==> src/rtl/loop_mix_pwm.sv <==
// Loop-bank mixer: sums one frame of bank samples plus live input, saturates to 16 bits,
// and renders the latest mix as a single-bit PWM stream for the audio amplifier.
module loop_mix_pwm #(
  parameter int          NBANK = 8,
  parameter logic [15:0] MID   = 16'h8000,
  parameter int          PWM_W = 11
) (
  input  logic             clk_100MHz,
  input  logic             rst,
  input  logic             data_ready,
  input  logic [15:0]      mem_dq_o,
  input  logic [2:0]       bank,
  input  logic [NBANK-1:0] active,
  input  logic [15:0]      live_in,
  input  logic             audio_en,
  output logic [15:0]      mix_out,
  output logic             mix_valid,
  output logic [7:0]       seq_err_cnt,
  output logic             AUD_PWM,
  output logic             AUD_SD
);

  localparam logic [2:0]       LAST_BANK = 3'(NBANK - 1);
  localparam logic [PWM_W-1:0] PCNT_MAX  = '1;
  localparam logic [PWM_W-1:0] DUTY_RST  = {1'b1, {(PWM_W-1){1'b0}}};

  logic signed [19:0] acc_q, acc_d;
  logic [2:0]         exp_q, exp_d;
  logic [15:0]        mix_q, mix_d;
  logic               valid_q, valid_d;
  logic [7:0]         err_q, err_d;
  logic [PWM_W-1:0]   pcnt_q, duty_q;
  logic               pwm_q, sd_q;

  logic signed [16:0] bank_term, live_term;
  logic signed [19:0] sum;
  logic [15:0]        sat;

  // Offset-binary to signed: widen to 17 bits so the full 0..FFFF range subtracts cleanly.
  always_comb begin
    bank_term = '0;
    if (active[bank])
      bank_term = $signed({1'b0, mem_dq_o}) - $signed({1'b0, MID});
    live_term = $signed({1'b0, live_in}) - $signed({1'b0, MID});
    sum = acc_q + {{3{bank_term[16]}}, bank_term} + {{3{live_term[16]}}, live_term};
    if (sum > 20'sd32767)
      sat = 16'h7FFF;
    else if (sum < -20'sd32768)
      sat = 16'h8000;
    else
      sat = sum[15:0];
  end

  always_comb begin
    acc_d   = acc_q;
    exp_d   = exp_q;
    mix_d   = mix_q;
    valid_d = 1'b0;
    err_d   = err_q;
    if (data_ready) begin
      if (bank != exp_q) begin
        // Out-of-sequence beat: abandon the frame and resynchronise on bank 0.
        acc_d = '0;
        exp_d = '0;
        if (err_q != 8'hFF)
          err_d = err_q + 8'd1;
      end else if (exp_q == LAST_BANK) begin
        acc_d   = '0;
        exp_d   = '0;
        mix_d   = sat + MID;
        valid_d = 1'b1;
      end else begin
        acc_d = acc_q + {{3{bank_term[16]}}, bank_term};
        exp_d = exp_q + 3'd1;
      end
    end
  end

  always_ff @(posedge clk_100MHz) begin
    if (rst) begin
      acc_q   <= '0;
      exp_q   <= '0;
      mix_q   <= MID;
      valid_q <= 1'b0;
      err_q   <= '0;
    end else begin
      acc_q   <= acc_d;
      exp_q   <= exp_d;
      mix_q   <= mix_d;
      valid_q <= valid_d;
      err_q   <= err_d;
    end
  end

  // Duty reloads only at the period boundary from the registered mix, so a
  // simultaneous mix update is picked up one period later.
  always_ff @(posedge clk_100MHz) begin
    if (rst) begin
      pcnt_q <= '0;
      duty_q <= DUTY_RST;
      pwm_q  <= 1'b0;
      sd_q   <= 1'b0;
    end else begin
      pcnt_q <= pcnt_q + PWM_W'(1);
      if (pcnt_q == PCNT_MAX)
        duty_q <= mix_q[15 -: PWM_W];
      pwm_q  <= audio_en && (pcnt_q < duty_q);
      sd_q   <= audio_en;
    end
  end

  assign mix_out     = mix_q;
  assign mix_valid   = valid_q;
  assign seq_err_cnt = err_q;
  assign AUD_PWM     = pwm_q;
  assign AUD_SD      = sd_q;

endmodule

==> config.mk <==
export PLATFORM = sky130hd
export DESIGN_NAME = loop_mix_pwm
export DESIGN_NICKNAME = d
export VERILOG_FILES = /design/src/rtl/loop_mix_pwm.sv
export SDC_FILE = /design/constraint.sdc
export NUM_CORES = 1
export LEC_CHECK = 0
export CAP_MARGIN = 20
export CELL_PAD_IN_SITES_DETAIL_PLACEMENT = 1
export CELL_PAD_IN_SITES_GLOBAL_PLACEMENT = 1
export CORE_MARGIN = 5
export CORE_UTILIZATION = 45
export CTS_BUF_LIST = sky130_fd_sc_hd__clkbuf_4
export DETAILED_ROUTE_END_ITERATION = 7
export PLACE_DENSITY = 0.95
export SETUP_SLACK_MARGIN = 0.2
export SYNTH_ARGS = -nofsm -noshare
export SYNTH_HDL_FRONTEND = slang
export SYNTH_SLANG_ARGS = --single-unit
==> constraint.sdc <==
create_clock -name clk_100MHz -period 17.9 [get_ports clk_100MHz]
set_clock_uncertainty 0.15 [all_clocks]
set_input_delay 4.475 -clock clk_100MHz [delete_from_list [all_inputs] [get_ports clk_100MHz]]
set_output_delay 4.475 -clock clk_100MHz [all_outputs]
set_load 0.005 [all_outputs]
* After elaboration in Yosys (flattened, before gate mapping) *
Index checks and enable logic that the tools add are counted.

operators by class
  $add $sub $neg = 8
  multipliers = 0
  divide/modulo/power cells = 0
  order comparisons = 4
  eq/ne operators = 4
  shifts and indexed selects = 0
  multiplexer cells = 10
  bitwise gates (word level) = 2
  reduce and logical (&&, ||, !) cells = 4

operators with widths
  cell                      count
  $add A20 B20 Y20          2
  $mux W20                  2
  $sub A16 B16 Y17 const B  2
  $mux W16                  2
  $gt A20 B16 Y1 const B    1
  $lt A20 B16 Y1 const B    1
  $mux W17                  1
  $add A16 B16 Y16 const B  1
  $add A11 B1 Y11 const B   1
  $eq A11 B11 Y1 const B    1
  $lt A11 B11 Y1            1
  $add A8 B1 Y8 const B     1
  $ne A8 B8 Y1 const B      1
  $mux W3                   2
  $reduce_and A3 Y1         2
  $lt A3 B4 Y1 const B      1
  $add A3 B1 Y3 const B     1
  $bmux W1 S3               1
  $eq A3 B3 Y1 const B      1
  $ne A3 B3 Y1              1
  $reduce_or A3 Y1          1
  $mux W1                   2
  $not A1 Y1                2
  $logic_and A1 B1 Y1       1

word-level totals
  flip-flop bits (word level) = 72
  bits in latches = 0
  bits in writable memories = 0
  bits in read-only memories = 0
  bits of input ports = 47
  output and inout port bits = 27
  word-level logic and storage cells = 41
  memories = 0

* Logic depth before layout (Yosys ltp) *
Gate-level depths: netlist of run 1.

  depth in word-level cells = 9
  depth in mapped cells = 26
  mapped depth without buffers = 24

* Worst setup path before layout of run 1 *
No wires, ideal clock.

  path kind = input to register
  start point = input port bank[1]
  end point = register mix_q[4], in the netlist mix_out[4]
  setup time = 0.070 ns
  arrival time = 9.412 ns
  required time = 17.680 ns
  slack = 8.268 ns
  cell stages on the path = 25
  buffers on the path = 3
  path through = mux4_1 -> mux2i_4 -> clkbuf_1 -> nor2b_1 -> ha_1 -> clkbuf_1 -> a21o_1 -> a21oi_1 -> o21ai_0 -> o21a_1 -> or2_2 -> a21oi_1 -> o21bai_1 -> xor2_1 -> ha_1 -> o21a_1 -> o21bai_1 -> a2111oi_0 -> or4b_2 -> nand3_1 -> nand4_1 -> o21ai_2 -> buf_2 -> nand2_1 -> a21oi_1

between the ends
  longest elaborated chain between the ends = 9
  elaborated cells on any way between the ends = 13
  classes of those cells = add/sub: 3; order compare: 2; eq/ne: 1; mux: 5; bitwise: 1; reduce/logical: 1

ends and longest elaborated chain
  element                        RTL line  RTL
  start, declared                12        input logic [2:0] bank,
  $bmux W1 S3                    42        if (active[bank])
  $mux W1 (implied by the code)  42
  $mux W17                       42
  $add A20 B20 Y20 (2 in a row)  45        sum = acc_q + {{3{bank_term[16]}}, bank_term} + {{3{live_term[16]}}, live_term};
  $lt A20 B16 Y1                 48        else if (sum < -20'sd32768)
  $mux W16                       48
  $mux W16                       46        if (sum > 20'sd32767)
  $add A16 B16 Y16               70        mix_d = sat + MID;
  end signal, assigned           89        mix_q <= mix_d;
  end, declared                  29        logic [15:0] mix_q, mix_d;

Parallel ways exist; a longest one is shown, timed or not. The select of a mux whose other input is x is not followed.
A chain may end at the register's enable or synchronous reset.

* Worst setup path after layout of run 1 *
  start point = input port bank[1]
  end point = register mix_q[1], in the netlist mix_out[1]

The elaborated chain is that of the path after synthesis.

==> flow_metrics.py, run 1 <==
metrics = {
    "sta": {
        "slew_headroom_pct": 40.41,
        "layout_min_cycle_time_ps": 10650,
        "grt_setup_unrepaired": "false",
        "hold_ws_ps": 333.4,
        "hold_viol": 0,
        "tns_ps": 0,
        "clock.fmax_mhz": 93.89,
        "slew_violations": 0,
        "finalSetupViolCount": 0,
        "min_period_over_period_pct": 59.50,
        "worst_pin_slew_ps": 892.8,
    },
    "synthesis": {
        "syn-num-nets": 722,
        "ys.flop_type": "dfxtp_1",
        "synth_seq_cells": 72,
        "synth_area_um2": 5110,
        "postSynthCellCount": 620,
        "synth_edf_count": 0,
        "async_flop_share_pct": 0,
        "syn_area_per_cell_um2": 8.242,
        "ys_types": 62,
        "synth-seq-area-share_pct": 28.21,
        "synth_warnings": 0,
    },
    "global_route": {
        "grt_start_max_net_pins": 54,
        "grt_pass1_vias": 5137,
        "overflow": 0,
        "grtUsageTotal_pct": 23.00,
        "grt_pass1_wl_mm": 24.78,
        "antenna_found_initial": 0,
    },
    "worst_setup_path": {
        "crit_start": "bank[1]",
        "start_kind": "primary input",
        "r2r-end": "mix_out[1]",
        "critical_path.max_fanout": 17,
        "crit_arrival_ps": 10870,
        "r2r_slack_ps": 12550,
        "cp_data_required_time_ps": 18120,
        "reg2reg_depth": 21,
        "reg2reg_from": "acc_q[0]",
        "crit_type": "primary input to flip-flop",
        "worstSetupEndpointType": "flip-flop",
    },
    "min_path": {
        "hold_depth": 1,
        "worstHoldStart": "pcnt_q[0]",
        "min_to": "pcnt_q[0]",
        "min_path_type": "flip-flop to flip-flop",
    },
    "cts": {
        "insertion_delay_ps": 460,
        "cts_made_buffers": 9,
        "clock-root-buffer": "clkbuf_4",
        "cts.repair.resized": 0,
        "clk_path_buf_depth": 2,
        "cts_max_level": 3,
        "cts_hold_buffers": 0,
        "cts_tree": "done",
        "clkTransAtPathRegs_ps": 120,
        "postCtsSetupRepairBufs": 0,
        "cts.sinks": 72,
    },
    "floorplanning": {
        "die_h_um": 116.6,
        "design.die.area_um2": 13590,
        "core_area_um2": 11270,
        "initial_core_util_pct": 45.33,
        "rows": 39,
        "io_pins": 74,
        "die_w_um": 116.6,
    },
    "pwr": {
        "power.total_uw": 416.7,
        "p_leak_nw": 2.615,
        "peakVddDrop_v": 0.0001043,
        "powerDensity_nw_per_um2": 68.18,
    },
    "final_layout": {
        "utilization_pct": 54.22,
        "multi_input_area_um2": 3457,
        "fin_nets": 782,
        "final_cell_mix": "dfxtp_1 (72), clkdlybuf4s50_1 (72), nor2_1 (63)",
        "drive_gt1_share_pct": 4.526,
        "antenna_cells": 0,
        "fillers": 1345,
        "fin_area_um2": 6112,
        "area_growth_pct": 19.61,
        "seq_area_um2": 1441,
    },
    "detailed_routing": {
        "ant_nets": 0,
        "drt-vias-per-instance": 5.893,
        "wl_mm": 15.10,
        "dr_total_vias": 4879,
        "wl_per_cell_um": 18.23,
        "drcViolationCount": 0,
        "firstDrtPassIters": 4,
        "first_iter_violations": 181,
    },
    "placement": {
        "gp_congestion": 0.9018,
        "hpwlAfterDp_mm": 11.81,
        "numPortBuffers": 73,
        "placed_area_um2": 5916,
    },
    "status": {
        "outcome": "completed",
    },
    "run": {
        "cap_violations": 0,
    },
}
-- cell usage after synthesis (2+ instances only) --
library cell   n  area [um2]
dfxtp_1       72        1441
nor2_1        63       236.5
a21oi_1       55       275.3
ha_1          53       663.1
o21ai_0       37       185.2
nand2_1       34       127.6
inv_1         28       105.1
clkbuf_1      23       86.33
nand3_1       23       115.1
xnor2_1       23       201.4
xor2_1        20       175.2
a21o_1        19       142.6
nor2b_1       16       100.1
mux2i_1       14       140.1
a22oi_1       13       97.59
a211oi_1       9       67.56
nor3_1         9       45.04
and3_1         8       50.05
nand2b_1       8       50.05
o21bai_1       7       52.55
nand4_1        6       37.54
a32o_1         5       50.05
nor4_1         5       31.28
o211ai_1       5       37.54
o21a_1         5       37.54
a2111oi_0      4       35.03
and2b_1        4       30.03
or2_2          4       25.02
or3_1          4       25.02
a31oi_1        3       18.77
and4_1         3       26.28
a211o_1        2       17.52
fa_1           2       40.04
mux4_1         2       52.55
nand3b_1       2       15.01
nor4b_1        2       17.52
o2111ai_1      2       17.52
o31ai_1        2       15.01
-- worst max path at each step --
stage | to | slack [ps]
CTS | mix_out[1] | 7300
global placement | mix_out[1] | 7310
detailed placement | mix_out[1] | 6860
global route | mix_out[1] | 6860
finish | mix_out[1] | 7250
floorplan | mix_out[4] | 8270
-- stage by stage --
stage / cells / setup slack, ps
finish: 828 / 7249
global route: 828 / 6856
CTS: 827 / 7299
detailed placement: 811 / 6860
global placement: 811 / 7310
floorplan: 620 / 8268
-- critical path: stages --
cell and delay [ps]:
clkdlybuf4s50_1 540, mux4_1 620, mux2i_4 460, and2b_1 250, ha_1 220, inv_1 80
fa_1 200, nor2b_1 50, o21ai_0 280, a2111oi_0 170, o21a_1 230, or2_2 300
a21oi_1 220, o21bai_1 140, xor2_1 220, ha_1 290, o21a_1 210, o21bai_1 190
a2111oi_0 120, or4b_2 680, nand3_1 130, nand4_1 130, o21ai_2 250, nor2_1 130
a211oi_1 280
-- registers in the layout (all words and copies together), names as in the netlist --
register	flops
AUD_SD	1
seq_err_cnt	8
mix_valid	1
AUD_PWM	1
exp_q	3
mix_out	16
acc_q	20
duty_q	11
pcnt_q	11
-- kinds of logic (layout without fill, tap and decap cells) --
group	Yosys count	after routing	synth area share, %
compound gates	181	181	22.92
xor+xnor	43	43	7.370
fa+ha+maj	55	55	13.76
buf+inv	54	119	4.138
flops	72	72	28.21
mux	17	17	4.211
simple gates	198	198	19.39
-- power breakdown --
part / internal (mW) / switching, mW / total, mW
clock network: 0.0708 / 0.0641 / 0.135
registers: 0.162 / 0.00175 / 0.164
logic: 0.0513 / 0.0667 / 0.118
total: 0.284 / 0.133 / 0.417
-- per-layer routing --
metal  vias to the layer above  GRT usage (%)  part of all wire [%]
met5                         -              0                     0
met4                         0          7.569                   2.1
met3                        24          4.974                   4.4
met2                        97          43.17                    52
met1                      2384          25.61                    41
li1                       2374              -                     -
-- area by class of cell --
type | instances | share of cell area, %
clock buffers | 9 | 1.105
clock inverters | 7 | 1.924
inverters | 28 | 1.720
multi-input cells | 494 | 56.56
flip-flops and latches | 72 | 23.58
well taps | 143 | 2.927
repair buffers | 75 | 12.18
Power figures use the tool's default switching activity.
==> run 2: changes to the inputs <==
--- a/config.mk
+++ b/config.mk
@@ -9,10 +9,10 @@
 export CELL_PAD_IN_SITES_DETAIL_PLACEMENT = 1
 export CELL_PAD_IN_SITES_GLOBAL_PLACEMENT = 1
 export CORE_MARGIN = 5
-export CORE_UTILIZATION = 45
+export CORE_UTILIZATION = 42
 export CTS_BUF_LIST = sky130_fd_sc_hd__clkbuf_4
 export DETAILED_ROUTE_END_ITERATION = 7
-export PLACE_DENSITY = 0.95
+export PLACE_DENSITY = 0.91
 export SETUP_SLACK_MARGIN = 0.2
 export SYNTH_ARGS = -nofsm -noshare
 export SYNTH_HDL_FRONTEND = slang
==> constraint.sdc (replaced) <==
create_clock -name clk_100MHz -period 10.75 [get_ports clk_100MHz]
set_clock_uncertainty 0.15 [all_clocks]
set_input_delay 2.6875 -clock clk_100MHz [delete_from_list [all_inputs] [get_ports clk_100MHz]]
set_output_delay 2.6875 -clock clk_100MHz [all_outputs]
set_load 0.005 [all_outputs]
==> flow_metrics.py, run 2 (synthesis results as in run 1) <==
metrics = {
    "status": {
        "outcome": "completed",
    },
    "detailed_routing": {
        "firstDrtPassIters": 4,
        "ant_nets": 0,
        "wl_mm": 14.66,
        "drcViolationCount": 0,
        "dr_total_vias": 4775,
        "wl_per_cell_um": 17.64,
        "drt-vias-per-instance": 5.746,
        "first_iter_violations": 172,
    },
    "final_layout": {
        "antenna_cells": 0,
        "largest_reg_flops": 20,
        "final_cell_mix": "dfxtp_1 (72), clkdlybuf4s50_1 (72), nor2_1 (63)",
        "drive_gt1_share_pct": 4.386,
        "area_growth_pct": 18.56,
        "top_register": "acc_q",
        "fin_nets": 781,
        "fin_area_um2": 6058,
    },
    "placement": {
        "numPortBuffers": 73,
        "hpwlAfterDp_mm": 11.61,
        "gp_congestion": 0.9274,
        "placed_area_um2": 5921,
    },
    "worst_setup_path": {
        "crit_arrival_ps": 8930,
        "start_kind": "primary input",
        "reg2reg_from": "acc_q[0]",
        "cp_data_required_time_ps": 10980,
        "worstSetupEndpointType": "flip-flop",
        "crit_type": "primary input to flip-flop",
        "reg2reg_depth": 21,
        "critical_path.max_fanout": 17,
        "crit_start": "bank[1]",
    },
    "cts": {
        "insertion_delay_ps": 460,
        "cts_hold_buffers": 0,
        "cts.sinks": 72,
        "cts.repair.resized": 0,
        "postCtsSetupRepairBufs": 0,
        "clock-root-buffer": "clkbuf_4",
        "cts_max_level": 3,
        "clk_path_buf_depth": 2,
        "cts_made_buffers": 9,
        "cts_tree": "done",
        "clkTransAtPathRegs_ps": 120,
    },
    "floorplanning": {
        "initial_core_util_pct": 42.72,
        "rows": 40,
        "die_w_um": 120.3,
        "design.die.area_um2": 14470,
        "io_pins": 74,
        "core_area_um2": 11960,
        "die_h_um": 120.3,
    },
    "sta": {
        "worst_pin_slew_ps": 1019,
        "layout_min_cycle_time_ps": 8699,
        "hold_viol": 0,
        "slew_violations": 0,
        "min_period_over_period_pct": 80.92,
        "finalSetupViolCount": 0,
        "grt_setup_unrepaired": "false",
        "clock.fmax_mhz": 115.0,
        "tns_ps": 0,
        "slew_headroom_pct": 31.85,
    },
    "min_path": {
        "worstHoldStart": "pcnt_q[0]",
        "min_path_type": "flip-flop to flip-flop",
        "hold_depth": 1,
    },
    "global_route": {
        "antenna_found_initial": 0,
        "overflow": 0,
        "grt_pass1_vias": 5122,
        "grt_start_max_net_pins": 54,
        "grtUsageTotal_pct": 20.62,
        "grt_pass1_wl_mm": 24.36,
    },
    "run": {
        "cap_violations": 0,
    },
    "pwr": {
        "power.total_uw": 641.7,
        "peakVddDrop_v": 0.00008309,
        "powerDensity_nw_per_um2": 105.9,
        "p_leak_nw": 2.585,
    },
}
run 2: cell types whose count changed in the layout (fill, tap and decap cells not counted), sizes merged:
| cell | before | now |
|---|---|---|
| buf | 3 | 2 |
| bufinv | 3 | 1 |
| clkinv | 3 | 4 |
| clkinvlp | 0 | 1 |
run 2: through the flow:
stage | instances | setup WS (ps) | utilization, % | hold WS, ps
after floorplan | 620 | 2906 | - | 275.2
after global routing | 831 | 1633 | 50.65 | 362.0
after detailed placement | 815 | 1622 | 49.50 | 322.1
after CTS | 831 | 2124 | 50.65 | 352.9
final | 831 | 2051 | 50.65 | 341.4
after global placement | 815 | 1950 | 49.50 | 294.6
run 2: routing by layer:
metal,vias up,wire [um],GRT usage (%)
met5,-,0,0
met4,0,298,6.303
met3,23,651,4.818
met2,98,7508,37.58
met1,2295,6202,23.89
li1,2359,-,-
run 2: path summary, 6_finish.rpt:
| path | end | slack [ps] |
|---|---|---|
| setup reg to reg | mix_out[0] | 5530 |
| setup / recovery | mix_out[0] | 2050 |
| hold / removal | pcnt_q[0] | 340 |
| hold reg to reg | pcnt_q[0] | 340 |
run 2: critical path: stages:
cell and delay, ps:
clkdlybuf4s50_1 540, mux4_1 620, mux2i_4 440, and2b_1 250, ha_1 210, inv_1 80
fa_1 210, nor2b_1 50, o21ai_0 260, a2111oi_0 160, o21a_1 210, o2111ai_1 300
nand2_1 90, nor2_1 180, xnor2_1 170, ha_1 360, a21o_1 240, a21o_1 220
a2111oi_0 420, nand3_1 130, o211ai_1 140, a21oi_1 100, o21ai_2 510, nor2_1 110
a211oi_1 230
run 2: layout make-up:
| class | count | area [um2] |
|---|---|---|
| fillers | 1458 | 5903 |
| multi-input cells | 494 | 3457 |
| flip-flops and latches | 72 | 1441 |
| repair buffers | 74 | 733.2 |
| well taps | 147 | 183.9 |
| inverters | 28 | 105.1 |
| clock inverters | 7 | 70.07 |
| clock buffers | 9 | 67.56 |
run 2: report_power, final:
group          internal, mW  switching [mW]
Sequential            0.270         0.00308
Combinational        0.0851           0.107
Clock                0.0706           0.106
